<file path="config.mk">
export PLATFORM = sky130hd
export DESIGN_NAME = debouncer_bank
export DESIGN_NICKNAME = d
export VERILOG_FILES = /design/src/rtl/debounce_pkg.sv /design/src/rtl/debounce_channel.sv /design/src/rtl/debouncer_bank.sv
export SDC_FILE = /design/constraint.sdc
export NUM_CORES = 1
export LEC_CHECK = 0
export BUFFER_PORTS_ARGS = -buffer_cell sky130_fd_sc_hd__buf_2
export CAP_MARGIN = 40
export CORE_AREA = 4 4 84 62
export DETAILED_ROUTE_END_ITERATION = 10
export DIE_AREA = 0 0 88 66
export PLACE_DENSITY_LB_ADDON = 0.1
export SLEW_MARGIN = 20
export SYNTH_ARGS = -nofsm -noshare
export SYNTH_HDL_FRONTEND = slang
export SYNTH_SLANG_ARGS = --single-unit
</file>
<file path="constraint.sdc">
create_clock -name clk -period 3.6 [get_ports clk]
set_input_delay 0.72 -clock clk [delete_from_list [all_inputs] [get_ports clk]]
set_output_delay 0.72 -clock clk [all_outputs]
set_load 0.01 [all_outputs]
</file>
<file path="src/rtl/debounce_pkg.sv">
// Shared types and helpers for the debouncer bank.
// Channel FSM state enum and counter-width helper.
package debounce_pkg;

  typedef enum logic {
    DB_IDLE,
    DB_TRAN
  } db_state_t;

  function automatic int cnt_width(input int count_max);
    return (count_max < 1) ? 1 : $clog2(count_max + 1);
  endfunction

endpackage

</file>
<file path="src/rtl/debounce_channel.sv">
// One debounce channel: IDLE/TRAN FSM, stable-tick counter, pulse regs.
// Ports: clk, rst, tick, a_s in; db_out, rise, fall, evt_d (next pulse) out.
module debounce_channel
  import debounce_pkg::*;
#(
  parameter int   COUNT_MAX = 15,
  parameter logic INIT      = 1'b0
) (
  input  logic clk,
  input  logic rst,
  input  logic tick,
  input  logic a_s,
  output logic db_out,
  output logic rise,
  output logic fall,
  output logic evt_d
);

  localparam int CW = cnt_width(COUNT_MAX);
  localparam logic [CW-1:0] LAST = CW'(COUNT_MAX - 1);

  db_state_t state_q, state_d;
  logic [CW-1:0] cnt_q, cnt_d;
  logic db_q, db_d;
  logic rise_q, rise_d;
  logic fall_q, fall_d;

  always_comb begin
    state_d = state_q;
    cnt_d   = cnt_q;
    db_d    = db_q;
    rise_d  = 1'b0;
    fall_d  = 1'b0;
    unique case (state_q)
      DB_IDLE: begin
        cnt_d = '0;
        if (a_s != db_q) state_d = DB_TRAN;
      end
      DB_TRAN: begin
        // agreement aborts on any clk, tick or not
        if (a_s == db_q) begin
          state_d = DB_IDLE;
          cnt_d   = '0;
        end else if (tick) begin
          if (cnt_q == LAST) begin
            db_d    = ~db_q;
            rise_d  = ~db_q;
            fall_d  = db_q;
            state_d = DB_IDLE;
            cnt_d   = '0;
          end else begin
            cnt_d = cnt_q + 1'b1;
          end
        end
      end
      default: begin
        state_d = DB_IDLE;
        cnt_d   = '0;
      end
    endcase
  end

  always_ff @(posedge clk or posedge rst) begin
    if (rst) begin
      state_q <= DB_IDLE;
      cnt_q   <= '0;
      db_q    <= INIT;
      rise_q  <= 1'b0;
      fall_q  <= 1'b0;
    end else begin
      state_q <= state_d;
      cnt_q   <= cnt_d;
      db_q    <= db_d;
      rise_q  <= rise_d;
      fall_q  <= fall_d;
    end
  end

  assign db_out = db_q;
  assign rise   = rise_q;
  assign fall   = fall_q;
  assign evt_d  = rise_d | fall_d;

endmodule

</file>
<file path="src/rtl/debouncer_bank.sv">
// N-channel debouncer with shared tick prescaler; optional 2-flop input
// sync when DEBOUNCE_SYNC_EN is defined. Ports: clk, rst, a -> db_out, rise, fall, changed.
module debouncer_bank
  import debounce_pkg::*;
#(
  parameter int                  CHANNELS  = 4,
  parameter int                  COUNT_MAX = 15,
  parameter int                  TICK_DIV  = 1,
  parameter logic [CHANNELS-1:0] INIT      = '0
) (
  input  logic                clk,
  input  logic                rst,
  input  logic [CHANNELS-1:0] a,
  output logic [CHANNELS-1:0] db_out,
  output logic [CHANNELS-1:0] rise,
  output logic [CHANNELS-1:0] fall,
  output logic                changed
);

  logic                tick;
  logic [CHANNELS-1:0] a_s;
  logic [CHANNELS-1:0] evt_d;
  logic                changed_q, changed_d;

  generate
    if (TICK_DIV > 1) begin : g_pre
      localparam int PW = $clog2(TICK_DIV);
      localparam logic [PW-1:0] PLAST = PW'(TICK_DIV - 1);
      logic [PW-1:0] pcnt_q, pcnt_d;

      always_comb begin
        pcnt_d = (pcnt_q == PLAST) ? '0 : pcnt_q + 1'b1;
      end

      always_ff @(posedge clk or posedge rst) begin
        if (rst) pcnt_q <= '0;
        else     pcnt_q <= pcnt_d;
      end

      assign tick = (pcnt_q == PLAST);
    end else begin : g_nopre
      assign tick = 1'b1;
    end
  endgenerate

`ifdef DEBOUNCE_SYNC_EN
  logic [CHANNELS-1:0] sync1_q, sync1_d;
  logic [CHANNELS-1:0] sync2_q, sync2_d;

  always_comb begin
    sync1_d = a;
    sync2_d = sync1_q;
  end

  always_ff @(posedge clk or posedge rst) begin
    if (rst) begin
      sync1_q <= INIT;
      sync2_q <= INIT;
    end else begin
      sync1_q <= sync1_d;
      sync2_q <= sync2_d;
    end
  end

  assign a_s = sync2_q;
`else
  assign a_s = a;
`endif

  for (genvar i = 0; i < CHANNELS; i++) begin : g_ch
    debounce_channel #(
      .COUNT_MAX (COUNT_MAX),
      .INIT      (INIT[i])
    ) u_ch (
      .clk    (clk),
      .rst    (rst),
      .tick   (tick),
      .a_s    (a_s[i]),
      .db_out (db_out[i]),
      .rise   (rise[i]),
      .fall   (fall[i]),
      .evt_d  (evt_d[i])
    );
  end

  always_comb begin
    changed_d = |evt_d;
  end

  always_ff @(posedge clk or posedge rst) begin
    if (rst) changed_q <= 1'b0;
    else     changed_q <= changed_d;
  end

  assign changed = changed_q;

endmodule
</file>
==> impl_results.md <==
* Avg Inst Size Synth at roughly 12 µm²
* Library cells used by synthesis at 17
* Worst VDD drop at about 0.24 mV
* DRC viols at 0
* Num rows at 20
* Final hold viol count at 0
* Non-Filler Instances at ~190
* HP Class: reg -> reg
* Mapped cell area at around 0.0015 mm²
* Layout cells sized above 1 at 0.275
* Slew margin rel. at 0.719
* CP Class: reg -> out
* Total die area at around 0.0058 mm²
* Via count at approximately 870
* Worst setup SP type: flop
* H-tree levels at 2
* Total GRT Usage at 0.0909
* Post-Syn Instances at roughly 120
* Post-CTS Resized at 0
* Final Setup Violations at 0
* Placeable Area at 0.00433 mm²
* Minimum clock period at between 1.5 and 2 ns
* Synthesized Nets at ~140
* Die H at 66 µm
* Fillers at 440
* First-pass iteration count of the detailed router at 1
* Largest delay share family, worst path: flip-flops
* Power Dens Cells at about 480 mW/mm²
* CP Capture Type: primary output
* Clk Latency, worst-skew pair at about 0.27 ns
* Detailed Route Iter0 Violations at 0
* Ports at 19
* Static Leak at 0.000825 µW
* Clock Sinks at 33
* FF+latch count, synth at 33
* Critical Path AT at roughly 0.85 ns
* Setup TNS at 0 ns
* Crit-path cells: buf_2
* Initial Util at 0.345
* P&R area growth vs syn at 12.9%
* Crit-path max cell delay at about 0.42 ns
* WP buf/inv at 1
* Data required time of the critical path at 2.88 ns
* Final nets at roughly 150
* CTS Buf Count at 5
* Max-Cap Viols at 0
* Grt ovf at 0
* R2r setup slk at 2.32 ns
* Post-CTS Hold Fix Bufs at 0
* Number of routed nets with antenna violations at 0
* Final worst path period share at 0.436
* Critical path peak fanout at 5
* RSZ-0062 raised after global routing: false
* Vias/cell at 4.50
* Post-CTS Setup Inserts at 0
* Worst-Margin Slew at between 0.4 and 0.5 ns
* # port buffers at 18
* Largest net degree at the start of global routing at 34
* Die W at ~90 µm
* Clk root buf: clkbuf_8
* Total Wirelength at ~2300 µm
* Clk_skew at around 0.0038 ns
* Dpl cells at between 150 and 200
* FMAX at 637 MHz
* CTS Buffer Depth at 2
* Avg WL per Cell at 11.8 µm
* Warnings, synthesis at 0
* Sequential element share of the synthesized area at 0.553
* Global-route wire length before repair at slightly above 4000 µm
* Status: finished clean
* Initial antenna violation count at 0
* CP max-delay cell: dfrtp_1
* Max Slew Vio Count at 0
* Post-DP HPWL at between 1500 and 2000 µm
* # diodes at 0
* Gpl congestion at about 0.73
* Vias in the first global route at a little over 900
* Worst-path clk slew at 0.07 ns
* Layout Utilization at 0.389
* CTS tree: yes
-- metrics by stage --
stage | cell area, µm² | hold slack [ns] | total power [µW] | setup slack, ns
after floorplan | 1490 | 0.449 | 445 | 2.16
after global placement | 1570 | 0.466 | 458 | 2.15
after detailed placement | 1570 | 0.472 | 460 | 2.13
after CTS | 1690 | 0.482 | 816 | 2.01
after global routing | 1690 | 0.513 | 845 | 1.98
final | 1690 | 0.480 | 801 | 2.03
-- cell type report --
type                    count  area [µm²]  area share
flip-flops and latches     33         826       0.490
multi-input cells          73         558       0.331
clock buffers               7        86.3      0.0512
repair buffers             19        97.6      0.0579
clock inverters             1        30.0      0.0178
well taps                  55        68.8      0.0408
inverters                   5        18.8      0.0111
-- synthesized netlist by cell type --
master    instances  share of area
nand4_2           4          0.034
nor3b_1           8          0.040
dfrtp_1          33           0.55
nand3_1           8          0.027
mux2_2            3          0.023
xnor2_1           4          0.023
nor2_1           16          0.040
xor2_1            8          0.047
and2_2            1         0.0050
and2_1            3          0.013
inv_1             5          0.013
ha_1              8          0.067
nand4_1           1         0.0042
mux2_1            1         0.0075
buf_4            12          0.060
nand2b_1          4          0.017
nand3_2           4          0.027
-- worst paths after layout --
kind                       depth (start not counted)                  start                    end
hold reg to reg                                    1  g_ch[3].u_ch.cnt_q[0]  g_ch[3].u_ch.cnt_q[0]
max in group asynchronous                          3                    rst  g_ch[0].u_ch.cnt_q[0]
setup reg to reg                                   4  g_ch[0].u_ch.cnt_q[0]    g_ch[0].u_ch.db_out
setup / recovery                                   1    g_ch[3].u_ch.db_out              db_out[3]
min in group asynchronous                          3                    rst  g_ch[2].u_ch.cnt_q[3]
hold / removal                                     1  g_ch[3].u_ch.cnt_q[0]  g_ch[3].u_ch.cnt_q[0]
-- power breakdown --
part | leakage (µW) | internal, µW | total, µW | switching (µW)
Combinational | 0.000328 | 20.5 | 50.7 | 30.2
Clock | 0.0000585 | 225 | 349 | 124
Sequential | 0.000438 | 386 | 401 | 14.9
-- cell families (layout without fill, tap and decap cells) --
logic type	count (synthesis)	in the layout	synth area share
xor+xnor	12	12	0.0704
mux	4	4	0.0302
flops	33	33	0.553
simple gates	49	49	0.206
buf+inv	17	32	0.0729
fa+ha+maj	8	8	0.0671
-- registers in the layout (all words and copies together), names as in the netlist --
register / count
g_ch.u_ch.rise: 4
changed: 1
g_ch.u_ch.fall: 4
g_ch.u_ch.cnt_q: 16
g_ch.u_ch.db_out: 4
g_ch.u_ch.state_q: 4
-- routing by layer --
layer  routed length [µm]  track usage  share of wire  vias up
met5                    0            0              0        -
met4                   34       0.0345          0.015        0
met3                  181       0.0411          0.079        5
met2                  955        0.133           0.42       21
met1                 1120        0.117           0.49      418
li1                     -            -              -      424
-- layout by cell type (no fill, tap or decap) --
cell type,synthesis,layout
clkbuf_8,0,6
buf_2,0,18
nand4_2,4,4
and2_2,1,1
nand4_1,1,1
nand3_2,4,4
inv_1,5,5
clkbuf_1,0,1
nand2b_1,4,4
mux2_2,3,3
buf_4,12,1
ha_1,8,8
dfrtp_1,33,33
bufinv_16,0,1
nor2_1,16,16
nor3b_1,8,8
nand3_1,8,8
and2_1,3,3
xor2_1,8,8
mux2_1,1,1
xnor2_1,4,4
Note: power is estimated with default switching activity, not from simulation.
